**src/rtl/go_request_conditioner.sv**
```systemverilog
// go_request_conditioner: synchronizes and debounces a push button, then turns each clean press into a go/done handshake.
// Latency: btnInput edge -> btnClean after 2+DEBOUNCE_CYCLES clk cycles; btnClean rise -> goOut high on the next cycle.
// Backpressure: goOut holds until doneIn answers; presses arriving while busy are dropped, never queued or counted.
// Optional feature macro: GO_PULSE_OUT_EN builds the goPulse strobe register; without it goPulse is tied to 0.
module go_request_conditioner #(
   parameter int unsigned DEBOUNCE_CYCLES = 120000
) (
   input  logic       clk,
   input  logic       rstN,
   input  logic       btnInput,
   input  logic       doneIn,
   output logic       goOut,
   output logic       busy,
   output logic       btnClean,
   output logic [7:0] pressCount,
   output logic       goPulse
);

   // The counter is sized for the largest legal DEBOUNCE_CYCLES (2^20-1).
   localparam logic [19:0] DB_LAST = 20'(DEBOUNCE_CYCLES - 1);

   typedef enum logic [1:0] {
      S_IDLE    = 2'b00,
      S_REQ     = 2'b01,
      S_RELEASE = 2'b10
   } state_t;

   logic        btnMeta;
   logic        btnSync;
   logic        doneMeta;
   logic        doneSync;
   logic [1:0]  syncFill;
   logic [19:0] dbCnt;
   logic        btnCleanDly;
   logic        releaseSeen;
   logic        cleanRise;
   logic        idleToReq;
   state_t      state;
   state_t      stateNext;

   // Two-flop synchronizers for both asynchronous inputs; syncFill marks when btnSync holds real samples.
   always_ff @(posedge clk or negedge rstN) begin
      if (!rstN) begin
         btnMeta  <= 1'b0;
         btnSync  <= 1'b0;
         doneMeta <= 1'b0;
         doneSync <= 1'b0;
         syncFill <= 2'b00;
      end else begin
         btnMeta  <= btnInput;
         btnSync  <= btnMeta;
         doneMeta <= doneIn;
         doneSync <= doneMeta;
         syncFill <= {syncFill[0], 1'b1};
      end
   end

   // Debounce: count consecutive cycles the synchronized button disagrees with btnClean.
   // The count clears on the toggle itself, so it never passes DB_LAST and cannot wrap.
   always_ff @(posedge clk or negedge rstN) begin
      if (!rstN) begin
         dbCnt    <= '0;
         btnClean <= 1'b0;
      end else if (btnSync != btnClean) begin
         if (dbCnt == DB_LAST) begin
            btnClean <= ~btnClean;
            dbCnt    <= '0;
         end else begin
            dbCnt <= dbCnt + 20'd1;
         end
      end else begin
         dbCnt <= '0;
      end
   end

   // Registered edge detect on btnClean. releaseSeen arms it only after the button has been seen
   // released since reset, so a button held through reset settles to btnClean=1 without a request.
   always_ff @(posedge clk or negedge rstN) begin
      if (!rstN) begin
         btnCleanDly <= 1'b0;
         releaseSeen <= 1'b0;
      end else begin
         btnCleanDly <= btnClean;
         if (syncFill[1] && !btnSync && !btnClean) begin
            releaseSeen <= 1'b1;
         end
      end
   end

   assign cleanRise = btnClean & ~btnCleanDly & releaseSeen;

   // Handshake state register; goOut is its own flop so the downstream machine sees a glitch-free level.
   always_ff @(posedge clk or negedge rstN) begin
      if (!rstN) begin
         state <= S_IDLE;
         goOut <= 1'b0;
      end else begin
         state <= stateNext;
         goOut <= (stateNext == S_REQ);
      end
   end

   // Next-state logic: request on a clean rise, wait on done, re-arm only once done and button are both low.
   always_comb begin
      stateNext = state;
      case (state)
         S_IDLE: begin
            if (cleanRise) begin
               stateNext = S_REQ;
            end
         end
         S_REQ: begin
            if (doneSync) begin
               stateNext = S_RELEASE;
            end
         end
         S_RELEASE: begin
            if (!doneSync && !btnClean) begin
               stateNext = S_IDLE;
            end
         end
         default: begin
            stateNext = S_IDLE;
         end
      endcase
   end

   // Output decode: busy outside idle, and the single-cycle acceptance condition.
   always_comb begin
      busy      = (state != S_IDLE);
      idleToReq = (state == S_IDLE) && (stateNext == S_REQ);
   end

   // Accepted-request counter; wraps naturally at 8 bits.
   always_ff @(posedge clk or negedge rstN) begin
      if (!rstN) begin
         pressCount <= 8'd0;
      end else if (idleToReq) begin
         pressCount <= pressCount + 8'd1;
      end
   end

`ifdef GO_PULSE_OUT_EN
   // Strobe aligned with the first goOut cycle of each accepted request.
   always_ff @(posedge clk or negedge rstN) begin
      if (!rstN) begin
         goPulse <= 1'b0;
      end else begin
         goPulse <= idleToReq;
      end
   end
`else
   assign goPulse = 1'b0;
`endif

endmodule

```
**config.mk**
```make
export PLATFORM = sky130hd
export DESIGN_NAME = go_request_conditioner
export DESIGN_NICKNAME = d
export VERILOG_FILES = /design/src/rtl/go_request_conditioner.sv
export SDC_FILE = /design/constraint.sdc
export NUM_CORES = 1
export LEC_CHECK = 0
export ABC_CLOCK_PERIOD_IN_PS = 1830
export BUFFER_PORTS_ARGS = -buffer_cell sky130_fd_sc_hd__buf_2
export CORE_MARGIN = 8
export CORE_UTILIZATION = 35
export DETAILED_ROUTE_END_ITERATION = 7
export HOLD_SLACK_MARGIN = 0.08
export PLACE_DENSITY_LB_ADDON = 0.12
export RECOVER_POWER = 50
export SETUP_SLACK_MARGIN = 0.4
export SLEW_MARGIN = 0
export SYNTH_ARGS = -nofsm -noshare
export SYNTH_HDL_FRONTEND = slang
export SYNTH_SLANG_ARGS = --single-unit
```
**constraint.sdc**
```tcl
create_clock -name clk -period 1.83 [get_ports clk]
set_clock_uncertainty 0.15 [all_clocks]
set_input_delay 0.0915 -clock clk [delete_from_list [all_inputs] [get_ports clk]]
set_output_delay 0.0915 -clock clk [all_outputs]
set_load 0.005 [all_outputs]
```
=== Yosys cells after proc, flatten, opt, wreduce, memory -nomap -nowiden ===
Index checks and enable logic that the tools add are counted.

* Input bits: 4
* Flip-flop bits (word level): 40
* Logic and storage cells: 39
* Output and inout bits: 12

* Bitwise operators: 4
* Add/sub/neg operators: 2
* Mux-type cells: 6
* Equal/unequal tests: 5
* Reduce and logical (&&, ||, !) cells: 10

{| class="wikitable"
|+ Operators by type and width
! kind !! number
|-
| $mux 20 || 2
|-
| $add 20x1->20 const B || 1
|-
| $eq 20x17->1 const B || 1
|-
| $add 8x1->8 const B || 1
|-
| $mux 2 || 3
|-
| $pmux 2 s3 || 1
|-
| $eq 2x1->1 const B || 2
|-
| $logic_and 1x1->1 || 4
|-
| $logic_not 1->1 || 3
|-
| $and 1x1->1 || 2
|-
| $eq 2x2->1 const B || 1
|-
| $logic_not 2->1 || 1
|-
| $not 1->1 || 2
|-
| $reduce_and 2->1 || 1
|-
| $reduce_bool 2->1 || 1
|-
| $ne 1x1->1 || 1
|}

=== Longest topological paths before layout ===
Gate-level depths: netlist of the first run.

* Depth in word-level cells: 7
* Mapped depth: 6
* Mapped depth without buffers: 5

=== Least setup slack after synthesis of the first run ===
Ideal clock, no wire load.

* Kind: register -> register
* From: register dbCnt[0]
* To: register dbCnt[16]
* Cell stages (with the launch flop): 6
* Buffers on the path: 0
* Arrival time: 1.695 ns
* Period minus slack after synthesis: 1.918 ns
* Library setup time: 0.073 ns
* Required time: 1.607 ns
* Path slack: -0.088 ns
* Cells stage by stage: dfrtp_1 ha_1 nand3_1 or4_4 or3_1 a21oi_2

* Longest elaborated chain between the ends: 3
* Elaborated cells on any way between the ends: 4
* Those cells by class: add/sub (1); eq/ne (1); mux (2)

{| class="wikitable"
|+ Ends and longest elaborated chain
! item !! line !! RTL
|-
| start, declared || 33 || <nowiki>logic [19:0] dbCnt;</nowiki>
|-
| start signal, assigned || 69 || <nowiki>dbCnt <= dbCnt + 20'd1;</nowiki>
|-
| $add 20x1->20 / $eq 20x17->1 (equally long branches) || 69, 65 ||
|-
| $mux 20 (*) || 65 || <nowiki>if (dbCnt == DB_LAST) begin</nowiki>
|-
| $mux 20 (*) || 64 || <nowiki>end else if (btnSync != btnClean) begin</nowiki>
|}

Every way passes the cells marked *; elsewhere a longest branch is shown, timed or not.
A chain may end at the register's enable or synchronous reset.

=== Final worst setup path of the first run ===
* From: register dbCnt[1]
* To: register dbCnt[16]

Same word-level chain as after synthesis.

==> flow_metrics.tcl, run 1 <==
set metrics [dict create \
    p_clk_frac 0.367 \
    fmax_mhz 528.8 \
    nFillCells 445 \
    power_density_nw_per_um2 616.5 \
    critical_path.max_fanout 5 \
    ant_nets 0 \
    antenna_found_initial 0 \
    setup_ws_ns -0.06103 \
    crit_path_max_incr_delay_ns 0.56 \
    hold_class "reg -> reg" \
    yosys_warnings 0 \
    endpoint "dbCnt[16]" \
    synth_fp_nets 164 \
    cts.path.max_buffers 2 \
    die_h_um 86.62 \
    drv_cap 0 \
    dpl_cell_area_um2 2150 \
    path_cells "ha_2 -> nand3_2 -> or4_4 -> or3_4 -> a21oi_2" \
    rr_endpoint "dbCnt[16]" \
    slew_violations 0 \
    sw_frac_of_total 0.2346 \
    period_share 1.033 \
    grt_overflow 0 \
    grt_usage 0.1172 \
    synth_top_area_cell "dfrtp_1" \
    slew_headroom 0.1819 \
    vias 1413 \
    power_leakage_nw 1.135 \
    setup_viol 10 \
    synth_area_per_cell_um2 11.05 \
    numCtsBuffers 5 \
    violations "negative setup slack" \
    post-route-min-period_ns 1.891 \
    grt_max_degree 22 \
    drc 0 \
    regArea_um2 1001 \
    synth_top_area_frac 0.5735 \
    clk_latency_ns 0.29 \
    drive_gt1_frac 0.4732 \
    combPwrFrac 0.060 \
    worst_setup_path_start_kind "flop" \
    r2r-start "dbCnt[1]" \
    htree_num_levels 2 \
    multi_input_area_um2 892.1 \
    vias_per_cell 4.856 \
    grt_pass1_vias 1463 \
    crit_type "reg -> reg" \
    synthToLayoutAreaGrowth_pct 46.38 \
    finish.utilization 0.5374 \
    die_w_um 86.62 \
    finalPower_w 0.001575 \
    diodes 0 \
    rr_worst_depth 5 \
    min_path_cells 0 \
    worstHoldStart "syncFill[0]" \
    worstSetupEndpointType "flop" \
    rsz0062_at_grt "true" \
    core_region_area_um2 4755 \
    synthCells 158 \
    yosysSeqAreaShare 0.5735 \
    numPortBuffers 14 \
    dieArea_um2 7503 \
    routed_wl_um 4093 \
    power.share.sequential 0.573 \
    outcome "complete, but fails checks" \
    hold_viol_final 0 \
    worst_path_max_delay_cell "or4_4" \
    hpwlAfterDp_um 2679 \
    firstDrtPassIters 4 \
    wl_per_cell_um 14.07 \
    cts.sinks 40 \
    vdd_drop_max_uv 514.4 \
    ys_ff_latch 40 \
    cts_tree "built" \
    grt_pass1_wl_um 6831 \
    cp_data_arrival_time_ns 1.97 \
    ios 16 \
    path_clk_slew_ns 0.08 \
    fin_area_um2 2555 \
    crit_required_ns 1.91 \
    gpl.final_weighted_congestion 0.8595 \
    cp-startpoint "dbCnt[1]" \
    p_int_w 0.001206 \
    row_count 25 \
    ys_types 30 \
    rrSetupSlack_ns -0.06 \
    syn_area_um2 1745 \
    start_util 0.3671 \
    final_nets 229 \
    tightest_slew_ns 1.227 \
    netlist_top_cells_area "dfrtp_1 (57%), xnor2_1 (8.5%), nor2_1 (4.5%)" \
    drt-initial-drc-count 34 \
    p_switching_w 0.0003695 \
    root_buffer "clkbuf_8" \
]
[cell type report]
type                       count  area share
multi-input combinational    111      0.3492
sequential                    40      0.3918
timing repair buffer          61      0.1861
clock buffer                   5     0.02693
clock inverter                 3    0.007346
inverter                       4    0.005877
tap                           67     0.03281
[worst min-delay path by stage]
stage | endpoint | slack (ns)
floorplan | btnClean | -0.35
global placement | pressCount[1] | -0.06
detailed placement | pressCount[0] | -0.06
CTS | pressCount[0] | 0.17
global route | syncFill[1] | 0.21
finish | syncFill[1] | 0.20
[state kept, by name, indices dropped and copies added (netlist names), 2 cells and up]
signal and count:
syncFill 2, dbCnt 20, state 2, pressCount 8
[layer usage]
layer / global-route usage / wire [um] / vias to the layer above
met5: 0 / 0 / -
met4: 0.05008 / 96 / 0
met3: 0.03970 / 174 / 10
met2: 0.1993 / 2123 / 23
met1: 0.1297 / 1698 / 703
li1: - / - / 677
[synthesized netlist by cell type]
library cell / number
nor4b_1: 1
mux2_2: 2
or3_1: 4
ha_1: 2
nor2_1: 21
or4_4: 1
a21oi_2: 3
xor2_1: 5
xnor2_1: 17
and3_1: 3
nor4_2: 1
nand3_1: 7
nor3_1: 5
buf_4: 1
nand4_1: 9
o21ai_0: 6
buf_2: 2
nand3_2: 1
nor4_1: 3
conb_1: 2
or4_1: 3
dfrtp_1: 40
inv_1: 4
nor3_2: 1
o31ai_1: 1
nand3b_1: 1
a21oi_1: 1
a21o_1: 3
or2_2: 1
nand2_1: 7
[per-stage QoR]
stage          setup WS, ns   TNS, ns  hold WS (ns)  std cells
5_1_grt             -0.1306    -1.130        0.2108        291
4_1_cts            -0.06229   -0.1983        0.1718        288
3_5_place_dp       -0.06627   -0.1671      -0.05847        262
3_3_place_gp       -0.02647  -0.04488      -0.05935        262
6_report           -0.06103   -0.2350        0.2025        291
2_1_floorplan      -0.03427  -0.06852       -0.3541        158
[power by group through the flow]
stage	registers (W)	logic, W	clock network [W]
2_1_floorplan	0.000920	0.0000242	0
3_3_place_gp	0.000920	0.0000588	0
3_5_place_dp	0.000920	0.0000607	0
4_1_cts	0.000902	0.0000868	0.000600
5_1_grt	0.000904	0.000105	0.000650
6_report	0.000903	0.0000947	0.000577
[repair_timing]
action                                  in CTS  in global routing
resized for setup                           24                 19
endpoints found under the hold margin       42                  0
hold buffers                                 3                  0
setup buffers                               13                  3
pin swaps                                   13                  4
endpoints found under the setup margin      28                 31
cloned                                       2                  0
[cell families after synthesis]
group / count (synthesis) / share of synthesized area
AO/OA/AOI/OAI: 14 / 0.05233
XOR/XNOR: 22 / 0.1104
adder cells (fa/ha/maj): 2 / 0.01433
buffers and inverters: 7 / 0.01864
flip-flops: 40 / 0.5735
multiplexers: 2 / 0.01290
other: 2 / 0.004303
AND/OR/NAND/NOR: 69 / 0.2136
[placed cells by master, fill, tap and decap left out, types with 5 or more instances in the layout]
cell and n:
buf_2 13, buf_4 34, buf_6 6, clkbuf_8 5, dfrtp_1 40, nand2_1 7
nand3_1 5, nand4_1 9, nor2_1 5, nor2_2 15, o21ai_0 6, xnor2_1 16
[critical path, delay by kind of cell (launching register included)]
family                   cells  cell delay (ns)
AND/OR/NAND/NOR              3             0.99
flip-flops                   1             0.36
AO/OA/AOI/OAI                1             0.13
adder cells (fa/ha/maj)      1             0.19
(Power assumes the default switching activity.)
==> inputs of run 2 (changes only) <==
ABC_CLOCK_PERIOD_IN_PS = 1900   (was 1830)
clock period = 1.9 ns   (was 1.83 ns; I/O delays follow)
==> flow_metrics.tcl, run 2 (synthesis results as in run 1) <==
set metrics [dict create \
    numPortBuffers 14 \
    largest_reg_flops 20 \
    antenna_found_initial 0 \
    final_cell_mix "dfrtp_1 (39), buf_4 (26), xnor2_1 (17)" \
    violations "negative setup slack" \
    cp_data_arrival_time_ns 1.98 \
    worst_path_max_delay_cell "or4_4" \
    cts_tree "built" \
    fin_area_um2 2446 \
    finish.utilization 0.5145 \
    core_region_area_um2 4755 \
    combPwrFrac 0.050 \
    grt_usage 0.1124 \
    die_h_um 86.62 \
    vias 1369 \
    htree_num_levels 2 \
    crit_path_max_incr_delay_ns 0.56 \
    regArea_um2 1002 \
    power_leakage_nw 1.059 \
    ios 16 \
    fmax_mhz 525.2 \
    drc 0 \
    drive_gt1_frac 0.4112 \
    power_density_nw_per_um2 677.5 \
    grt_pass1_vias 1378 \
    period_share 1.002 \
    crit_type "reg -> reg" \
    start_util 0.3671 \
    outcome "complete, but fails checks" \
    path_cells "ha_4 -> nand3_4 -> or4_4 -> or3_1 -> a21oi_2" \
    final_common_cell "dfrtp_1" \
    synthToLayoutAreaGrowth_pct 40.14 \
    root_buffer "clkbuf_8" \
    dieArea_um2 7503 \
    firstDrtPassIters 4 \
    hpwlAfterDp_um 2519 \
    power.share.sequential 0.526 \
    die_w_um 86.62 \
    path_clk_slew_ns 0.08 \
    crit_required_ns 1.97 \
    numCtsBuffers 5 \
    nFillCells 475 \
    clk_latency_ns 0.29 \
    p_clk_frac 0.424 \
    grt_pass1_wl_um 6589 \
    row_count 25 \
    cts.sinks 40 \
    post-route-min-period_ns 1.904 \
    wl_per_cell_um 13.53 \
    dp_slack_ns -0.005964 \
    multi_input_area_um2 843.3 \
    final_nets 219 \
    top_regs "dbCnt: 20 flops, pressCount: 8 flops" \
    dpl_cell_area_um2 2078 \
    ant_nets 0 \
    hold_viol_final 0 \
    vias_per_cell 4.872 \
    diodes 0 \
    drt-initial-drc-count 48 \
    slew_headroom 0.2297 \
    setup_ws_ns -0.003946 \
    slew_violations 0 \
    drv_cap 0 \
    rsz0062_at_grt "true" \
    worstSetupEndpointType "flop" \
    gpl.final_weighted_congestion 0.8438 \
    grt_overflow 0 \
    tightest_slew_ns 1.156 \
    setup_viol 1 \
    grt_max_degree 22 \
    critical_path.max_fanout 4 \
    p_int_w 0.001296 \
    largest_register "dbCnt" \
    cts.path.max_buffers 2 \
    hold_class "reg -> reg" \
    routed_wl_um 3803 \
    worst_setup_path_start_kind "flop" \
    p_switching_w 0.0003609 \
    sw_frac_of_total 0.2178 \
    vdd_drop_max_uv 373.1 \
    rrSetupSlack_ns -0.004 \
]
==> run 2: changes by cell type in the layout (fill, tap and decap cells not counted), sizes merged <==
cell and delta:
clkinv -1, buf -10, bufinv +1
==> run 2: final cells by class <==
type,instances,area share
multi-input cells,111,0.3448
repair buffers,51,0.1575
clock buffers,5,0.02813
clock inverters,3,0.01944
well taps,67,0.03427
inverters,4,0.006138
flip-flops and latches,40,0.4097
==> run 2: critical path: cells and delay by family (launching register included) <==
kind                       cells  cell delay, ns
and+or+nand+nor                3            0.96
adders and majority gates      1            0.18
DFF                            1            0.42
AOI/OAI and AO/OA              1            0.13
==> run 2: per-stage QoR <==
stage               setup TNS (ns)  hold WS, ns  power [W]  cells
floorplan                        0      -0.3506  0.0009092    158
global placement                 0     -0.07076  0.0009383    253
detailed placement       -0.005964     -0.06274  0.0009411    253
CTS                              0       0.1492   0.001683    277
global route                -1.143       0.2106   0.001732    281
finish                   -0.003946       0.2017   0.001657    281
==> run 2: routing by layer <==
metal	track usage	up-vias	part of all wire
li1	-	654	-
met1	0.1421	689	0.45
met2	0.1681	22	0.49
met3	0.03686	4	0.044
met4	0.05321	0	0.016
met5	0	-	0
==> run 2: power groups by stage <==
stage / Clock [W] / Sequential [W] / Combinational (W)
6_report: 0.000702 / 0.000872 / 0.0000830
5_1_grt: 0.000765 / 0.000874 / 0.0000933
4_1_cts: 0.000733 / 0.000871 / 0.0000790
3_5_place_dp: 0 / 0.000887 / 0.0000541
3_3_place_gp: 0 / 0.000886 / 0.0000519
2_1_floorplan: 0 / 0.000886 / 0.0000233
==> run 2: what timing repair did <==
item	in CTS	in global routing
gates cloned	2	0
buffers inserted	11	4
endpoints found under the hold margin	42	0
endpoints found under the setup margin	25	26
pin swaps	6	5
gates resized for setup	17	13
hold buffers	3	0
==> run 2: path summary, 6_finish.rpt <==
check                           startpoint       endpoint  depth (start not counted)
worst max-delay path              dbCnt[1]      dbCnt[18]                          5
worst min-delay path               btnMeta        btnSync                          0
worst min register to register     btnMeta        btnSync                          0
max in group asynchronous             rstN       dbCnt[8]                          3
worst max register to register    dbCnt[1]      dbCnt[18]                          5
min in group asynchronous             rstN  pressCount[1]                          2
